$ cat src/rtl/voice_template_loader.sv
// Copies the recorded sample buffer into one of four direction template RAMs
// and tracks which templates hold a complete copy.
module voice_template_loader #(
    parameter int ADDR_W = 12,
    parameter int DATA_W = 32,
    parameter int CHUNKS = 2830,
    parameter int RD_LAT = 1
) (
    input  logic              clk,
    input  logic              rst,
    input  logic              start,
    input  logic [1:0]        dir,
    input  logic              abort,
    input  logic              rec_busy,
    output logic [ADDR_W-1:0] src_addr,
    input  logic [DATA_W-1:0] src_data,
    output logic [3:0]        dst_we,
    output logic [ADDR_W-1:0] dst_addr,
    output logic [DATA_W-1:0] dst_data,
    output logic              busy,
    output logic              done,
    output logic              err,
    output logic [3:0]        valid_mask
);

    // state | meaning
    // IDLE  | waiting for start
    // READ  | issuing one source read per cycle
    // DRAIN | waiting for the last RD_LAT reads to land
    localparam logic [1:0] IDLE  = 2'd0;
    localparam logic [1:0] READ  = 2'd1;
    localparam logic [1:0] DRAIN = 2'd2;

    // CHUNKS may equal 2**ADDR_W, so compare against the last address, not CHUNKS
    localparam logic [ADDR_W-1:0] LAST_ADDR  = ADDR_W'(CHUNKS - 1);
    localparam logic [1:0]        DRAIN_LAST = 2'(RD_LAT - 1);

    logic [1:0]        state;
    logic [1:0]        dir_q;
    logic [ADDR_W-1:0] rd_cnt;
    logic [1:0]        drain_cnt;
    logic [RD_LAT-1:0] vld_pipe;
    logic [ADDR_W-1:0] addr_pipe [RD_LAT];
    logic              tail_vld;

    assign tail_vld = vld_pipe[RD_LAT-1];
    assign src_addr = rd_cnt;
    assign busy     = (state != IDLE);
    assign dst_we   = tail_vld ? (4'b0001 << dir_q) : 4'b0000;
    assign dst_addr = tail_vld ? addr_pipe[RD_LAT-1] : '0;
    assign dst_data = tail_vld ? src_data : '0;

    always_ff @(posedge clk or posedge rst) begin
        if (rst) begin
            state      <= IDLE;
            dir_q      <= 2'd0;
            rd_cnt     <= '0;
            drain_cnt  <= 2'd0;
            vld_pipe   <= '0;
            done       <= 1'b0;
            err        <= 1'b0;
            valid_mask <= 4'b0000;
            for (int i = 0; i < RD_LAT; i++) addr_pipe[i] <= '0;
        end else begin
            done <= 1'b0;
            err  <= 1'b0;

            vld_pipe[0]  <= (state == READ);
            addr_pipe[0] <= rd_cnt;
            for (int i = 1; i < RD_LAT; i++) begin
                vld_pipe[i]  <= vld_pipe[i-1];
                addr_pipe[i] <= addr_pipe[i-1];
            end

            case (state)
                IDLE: begin
                    if (start && !abort) begin
                        if (rec_busy) begin
                            err <= 1'b1;
                        end else begin
                            dir_q           <= dir;
                            rd_cnt          <= '0;
                            valid_mask[dir] <= 1'b0;
                            state           <= READ;
                        end
                    end
                end
                READ: begin
                    if (abort) begin
                        state    <= IDLE;
                        rd_cnt   <= '0;
                        vld_pipe <= '0;
                    end else begin
                        if (start) err <= 1'b1;
                        if (rd_cnt == LAST_ADDR) begin
                            state     <= DRAIN;
                            drain_cnt <= 2'd0;
                        end else begin
                            rd_cnt <= rd_cnt + ADDR_W'(1);
                        end
                    end
                end
                DRAIN: begin
                    if (abort) begin
                        state    <= IDLE;
                        rd_cnt   <= '0;
                        vld_pipe <= '0;
                    end else begin
                        if (start) err <= 1'b1;
                        if (drain_cnt == DRAIN_LAST) begin
                            state             <= IDLE;
                            rd_cnt            <= '0;
                            done              <= 1'b1;
                            valid_mask[dir_q] <= 1'b1;
                        end else begin
                            drain_cnt <= drain_cnt + 2'd1;
                        end
                    end
                end
                default: state <= IDLE;
            endcase
        end
    end

endmodule

$ cat config.mk
export PLATFORM = sky130hd
export DESIGN_NAME = voice_template_loader
export DESIGN_NICKNAME = d
export VERILOG_FILES = /design/src/rtl/voice_template_loader.sv
export SDC_FILE = /design/constraint.sdc
export NUM_CORES = 1
export LEC_CHECK = 0
export CORE_MARGIN = 8
export CORE_UTILIZATION = 41
export CTS_BUF_LIST = sky130_fd_sc_hd__clkbuf_4
export CTS_CLUSTER_DIAMETER = 200
export CTS_CLUSTER_SIZE = 8
export DETAILED_ROUTE_END_ITERATION = 7
export PLACE_DENSITY_LB_ADDON = 0.05
export SLEW_MARGIN = 10
export SYNTH_ARGS = -nofsm -noshare
export SYNTH_HDL_FRONTEND = slang
export SYNTH_SLANG_ARGS = --single-unit
$ cat constraint.sdc
create_clock -name clk -period 3.3 [get_ports clk]
set_clock_uncertainty 0.15 [all_clocks]
set_input_delay 0.825 -clock clk [delete_from_list [all_inputs] [get_ports clk]]
set_output_delay 0.825 -clock clk [all_outputs]
set_load 0.02 [all_outputs]
==> results.json, run 1 <==
{
  "max_slew_margin": 0.6613,
  "slew_viol_final": 0,
  "min_to": "addr_pipe[11]$_DFF_PP0_",
  "nNetsFinal": 372,
  "seq_area_frac_synth": 0.4450,
  "cts_buffers": 5,
  "drc": 0,
  "clock_tree.buffer_depth": 2,
  "synth_top_family_by_area": "simple AND/OR/NAND/NOR gates",
  "antennaDiodeCount": 0,
  "crit_path_max_fanout": 30,
  "cts_resized": 0,
  "cp-end-kind": "output port",
  "tns_ns": 0,
  "synthAdderAreaFrac": 0.04209,
  "final_util": 0.6556,
  "numPortBuffers": 105,
  "gp_congestion": 0.8340,
  "syn_nets": 263,
  "grt_use_total": 0.1610,
  "grt_first_pass_wirelength_um": 9708,
  "worst-endpoint-arrival_ns": 2.03,
  "coreArea_mm2": 0.005010,
  "fin_ws_ns": 0.2978,
  "die_area_mm2": 0.007611,
  "htreeDepth": 2,
  "worst_slew_pin_slew_ns": 0.5038,
  "required_ns": 2.32,
  "synth.area.mux_share": 0.02465,
  "rr_endpoint": "drain_cnt[0]$_DFFE_PP0P_",
  "grt_pass1_vias": 1829,
  "dr.first_iter.drc_count": 53,
  "setup_viol": 0,
  "num_rows": 26,
  "ir_worst_vdd_uv": 492.5,
  "seq_power_share": 0.366,
  "ys_seq_elements": 37,
  "synthDistinctLibCells": 38,
  "grt_antenna_before_repair": 0,
  "fp.dieH_um": 87.24,
  "cts.clk_slew.worst_paths_ns": 0.10,
  "max_cap_violations": 0,
  "switching_power_mw": 0.5855,
  "fin_area_mm2": 0.003284,
  "cts_hold_buf": 0,
  "yosys_most_used_dff": "dfrtp_1",
  "grt_max_degree": 38,
  "grt_setup_unrepaired": "false",
  "vias": 2008,
  "stdcell_count": 397,
  "wirelength_um": 6291,
  "synthCells": 217,
  "fin_hold_ws_ns": 0.3035,
  "wl_met1_um": 2872,
  "highest_layer": "met4",
  "final_common_cell": "clkdlybuf4s50_1",
  "power.leakage_nw": 1.396,
  "power_frac_comb": 0.481,
  "die_x_um": 87.24,
  "timing.rr.start": "src_addr[0]$_DFFE_PP0P_",
  "worstSetupPathType": "reg -> out",
  "grt.overflow.total": 0,
  "place_area_mm2": 0.003229,
  "cts_tree": "yes",
  "dp.cells": 389,
  "synthXorXnorAreaFrac": 0,
  "holdPathStages": 0,
  "wl_met2_um": 2816,
  "post_cts_buffers": 0,
  "post_drt_wl_per_cell_um": 15.85,
  "finalCritPeriodShare": 0.9097,
  "drive_above_1_share": 0.07034,
  "syn_area_per_cell_um2": 9.589,
  "pre_cts_slack_ns": 0.2351,
  "clock-sinks": 37,
  "insertion_delay_ns": 0.34,
  "hpwl_um": 5043,
  "synth_edf_count": 0,
  "hold_class": "reg -> reg",
  "syn_to_final_growth_pct": 57.85,
  "start_util": 0.4153,
  "total_power_mw": 1.506,
  "io_pins": 106,
  "async_flop_share": 1.000,
  "worst_setup_path_start_kind": "flop",
  "reg2reg_depth": 5,
  "r2r_slack_ns": 0.87,
  "min-delay-start": "src_addr[11]$_DFFE_PP0P_",
  "synthSimpleGateAreaFrac": 0.2904,
  "drt-vias-per-instance": 5.058,
  "period_needed_ns": 3.002,
  "outcome": "complete, no violations",
  "wl_met3_um": 544,
  "fmax_ghz": 0.3331,
  "yosys_warnings": 0,
  "switching_share": 0.3888,
  "intPower_mw": 0.9206,
  "root_buffer": "clkbuf_4",
  "final_hold_viol_count": 0,
  "worstSetupStartpoint": "tail_vld$_DFF_PP0_",
  "syn_area_mm2": 0.002081,
  "cellPowerDensity_mw_per_mm2": 458.6,
  "clkPwrFrac": 0.153,
  "final_cell_mix": "105 x clkdlybuf4s50_1, 46 x and2_1, 37 x dfrtp_1, 13 x inv_1, 12 x o21ai_0",
  "synth_compound_area_frac": 0.1503,
  "ant_nets": 0,
  "drt_first_pass_iters": 4
}
==> sequential cells by signal, indices dropped and copies added (netlist names) <==
| name | flops |
|---|---|
| err | 1 |
| src_addr | 12 |
| drain_cnt | 2 |
| addr_pipe | 12 |
| done | 1 |
| tail_vld | 1 |
| valid_mask | 4 |
| dir_q | 2 |
| state | 2 |
==> cells by family (layout without fill, tap and decap cells) <==
kind of cell | count (synthesis) | in the layout
flops | 37 | 37
buf+inv | 24 | 134
simple gates | 99 | 99
compound gates | 45 | 45
mux | 5 | 5
fa+ha+maj | 7 | 7
==> routing by layer <==
metal,global-route usage,vias up
li1,-,988
met1,0.2062,933
met2,0.2562,80
met3,0.04717,7
met4,0.04219,0
met5,0,-
==> synthesized netlist by cell type, types with 2 or more instances <==
cell type,count,share of area
a31oi_1,5,0.015
o2bb2ai_1,2,0.0084
nand2_1,8,0.014
and4_1,3,0.013
inv_1,13,0.023
nand2b_1,4,0.012
nor3b_1,2,0.0072
dfrtp_1,37,0.44
or2_2,2,0.0060
nand4_1,5,0.015
nor4b_1,2,0.0084
ha_1,7,0.042
nor2_1,7,0.013
a41oi_1,2,0.0084
a21oi_1,8,0.019
and3_1,5,0.015
nor3_1,2,0.0048
a211o_1,3,0.013
mux2i_1,4,0.019
and2_1,46,0.14
clkbuf_1,9,0.016
o31ai_1,7,0.025
a211oi_1,2,0.0072
nand3_1,7,0.017
o21ai_0,12,0.029
==> power by group through the flow <==
stage	clock (mW)	sequential [mW]	combinational [mW]
final	0.230	0.551	0.725
after global routing	0.259	0.562	0.784
after CTS	0.243	0.552	0.733
after detailed placement	0	0.561	0.730
after global placement	0	0.560	0.719
after floorplan	0	0.552	0.405
==> critical path, stage by stage (launching register included) <==
cell and delay, ns:
dfrtp_1 0.59, buf_4 0.31, and2_1 0.15, clkdlybuf4s50_1 0.63
==> cell type report <==
cell class,instances,area (um^2)
timing repair buffer,113,1111
multi-input combinational,156,1056
clock inverter,3,17.52
sequential,37,925.9
fill,427,1725
inverter,13,48.80
clock buffer,5,37.54
tap,70,87.58
==> worst max-delay path by stage <==
stage | end | slack, ns | cells after the start
finish | dst_addr[0] | 0.30 | 3
floorplan | src_addr[6]$_DFFE_PP0P_ | 0.83 | 4
detailed placement | src_addr[6]$_DFFE_PP0P_ | 0.24 | 5
global route | dst_data[3] | 0.12 | 3
global placement | dst_data[4] | 0.32 | 3
CTS | dst_data[3] | 0.26 | 3
Power figures use the tool's default switching activity.
==> inputs of run 2 (changes only) <==
==> constraint.sdc (replaced) <==
create_clock -name clk -period 3.2 [get_ports clk]
set_clock_uncertainty 0.15 [all_clocks]
set_input_delay 0.8 -clock clk [delete_from_list [all_inputs] [get_ports clk]]
set_output_delay 0.8 -clock clk [all_outputs]
set_load 0.02 [all_outputs]
==> results.json, run 2 (synthesis gave the netlist of run 1 again) <==
{
  "outcome": "complete, no violations",
  "insertion_delay_ns": 0.34,
  "max_cap_violations": 0,
  "dr.first_iter.drc_count": 78,
  "total_power_mw": 1.552,
  "ir_worst_vdd_uv": 318.1,
  "cts_buffers": 5,
  "htreeDepth": 2,
  "grt_use_total": 0.1600,
  "ant_nets": 0,
  "clock_tree.buffer_depth": 2,
  "stdcell_count": 397,
  "drc": 0,
  "die_x_um": 87.24,
  "grt_pass1_vias": 1858,
  "setup_viol": 0,
  "cts_hold_buf": 0,
  "final_cell_mix": "105 x clkdlybuf4s50_1, 46 x and2_1, 37 x dfrtp_1, 13 x inv_1, 12 x o21ai_0",
  "vias": 1955,
  "period_needed_ns": 2.953,
  "cts_tree": "yes",
  "max_slew_margin": 0.6437,
  "final_common_cell": "clkdlybuf4s50_1",
  "drt_first_pass_iters": 4,
  "io_pins": 106,
  "worst_slew_pin_slew_ns": 0.5300,
  "post_cts_buffers": 0,
  "post_drt_wl_per_cell_um": 15.56,
  "grt_first_pass_wirelength_um": 9522,
  "worst_setup_path_start_kind": "primary input",
  "clock-sinks": 37,
  "antennaDiodeCount": 0,
  "final_hold_viol_count": 0,
  "reg2reg_depth": 5,
  "cellPowerDensity_mw_per_mm2": 472.6,
  "fin_area_mm2": 0.003284,
  "fmax_ghz": 0.3387,
  "wirelength_um": 6176,
  "numPortBuffers": 105,
  "fin_hold_ws_ns": 0.2991,
  "final_util": 0.6556,
  "finalCritPeriodShare": 0.9227,
  "cts.clk_slew.worst_paths_ns": 0.11,
  "coreArea_mm2": 0.005010,
  "die_area_mm2": 0.007611,
  "drive_above_1_share": 0.07034,
  "pre_cts_slack_ns": 0.2264,
  "worst-endpoint-arrival_ns": 2.00,
  "fp.dieH_um": 87.24,
  "grt_max_degree": 48,
  "root_buffer": "clkbuf_4",
  "crit_path_max_fanout": 1,
  "grt_antenna_before_repair": 0,
  "grt.overflow.total": 0,
  "cts_resized": 0,
  "num_rows": 26,
  "grt_setup_unrepaired": "false",
  "hold_class": "reg -> reg",
  "syn_to_final_growth_pct": 57.85,
  "start_util": 0.4153,
  "power.leakage_nw": 1.396,
  "nNetsFinal": 372,
  "cp-end-kind": "output port",
  "worstSetupPathType": "in -> out",
  "fin_ws_ns": 0.2473,
  "required_ns": 2.25,
  "holdPathStages": 0,
  "gp_congestion": 0.8171,
  "tns_ns": 0,
  "drt-vias-per-instance": 4.924,
  "dp.cells": 389,
  "hpwl_um": 4984,
  "slew_viol_final": 0,
  "place_area_mm2": 0.003229
}
-- run 2: worst max-delay path, cell delays in order --
cell and delay (ns):
clkdlybuf4s50_1 0.45, and2_1 0.12, clkdlybuf4s50_1 0.63
-- run 2: cell type report --
type                       count  area, um^2
fill                         439        1725
timing repair buffer         113        1111
multi-input combinational    156        1056
sequential                    37       925.9
tap                           70       87.58
inverter                      13       48.80
clock buffer                   5       37.54
clock inverter                 3       17.52
-- run 2: power by group --
group          leakage (nW)  internal [mW]  total (mW)  switching [mW]
logic                 0.857          0.356       0.757           0.402
registers             0.508          0.511       0.557          0.0465
clock network        0.0310         0.0828       0.238           0.155
total                  1.40          0.949        1.55           0.603
-- run 2: final timing paths --
kind,startpoint,end,slack (ns)
min reg2reg,src_addr[11]$_DFFE_PP0P_,addr_pipe[11]$_DFF_PP0_,0.30
max,src_data[4],dst_data[4],0.25
max reg2reg,src_addr[0]$_DFFE_PP0P_,drain_cnt[0]$_DFFE_PP0P_,0.74
min,src_addr[11]$_DFFE_PP0P_,addr_pipe[11]$_DFF_PP0_,0.30
max in group asynchronous,rst,err$_DFF_PP0_,1.88
min in group asynchronous,rst,valid_mask[1]$_DFFE_PP0P_,0.70
-- run 2: routing by layer --
metal | wire length, um | global-route usage | share of wire | vias up
met2 | 2656 | 0.2431 | 0.43 | 75
met5 | 0 | 0 | 0 | -
met1 | 2982 | 0.2142 | 0.48 | 889
met4 | 69 | 0.06094 | 0.011 | 0
li1 | - | - | - | 986
met3 | 467 | 0.03585 | 0.076 | 5
==> inputs of run 3 (changes only) <==
--- a/config.mk
+++ b/config.mk
@@ -9,7 +9,7 @@
 export CORE_UTILIZATION = 41
 export CTS_BUF_LIST = sky130_fd_sc_hd__clkbuf_4
 export CTS_CLUSTER_DIAMETER = 200
-export CTS_CLUSTER_SIZE = 8
+export CTS_CLUSTER_SIZE = 14
 export DETAILED_ROUTE_END_ITERATION = 7
 export PLACE_DENSITY_LB_ADDON = 0.05
 export SLEW_MARGIN = 10
==> results of run 3 <==
The final DEF is identical to that of run 2; final timing and power are the same.
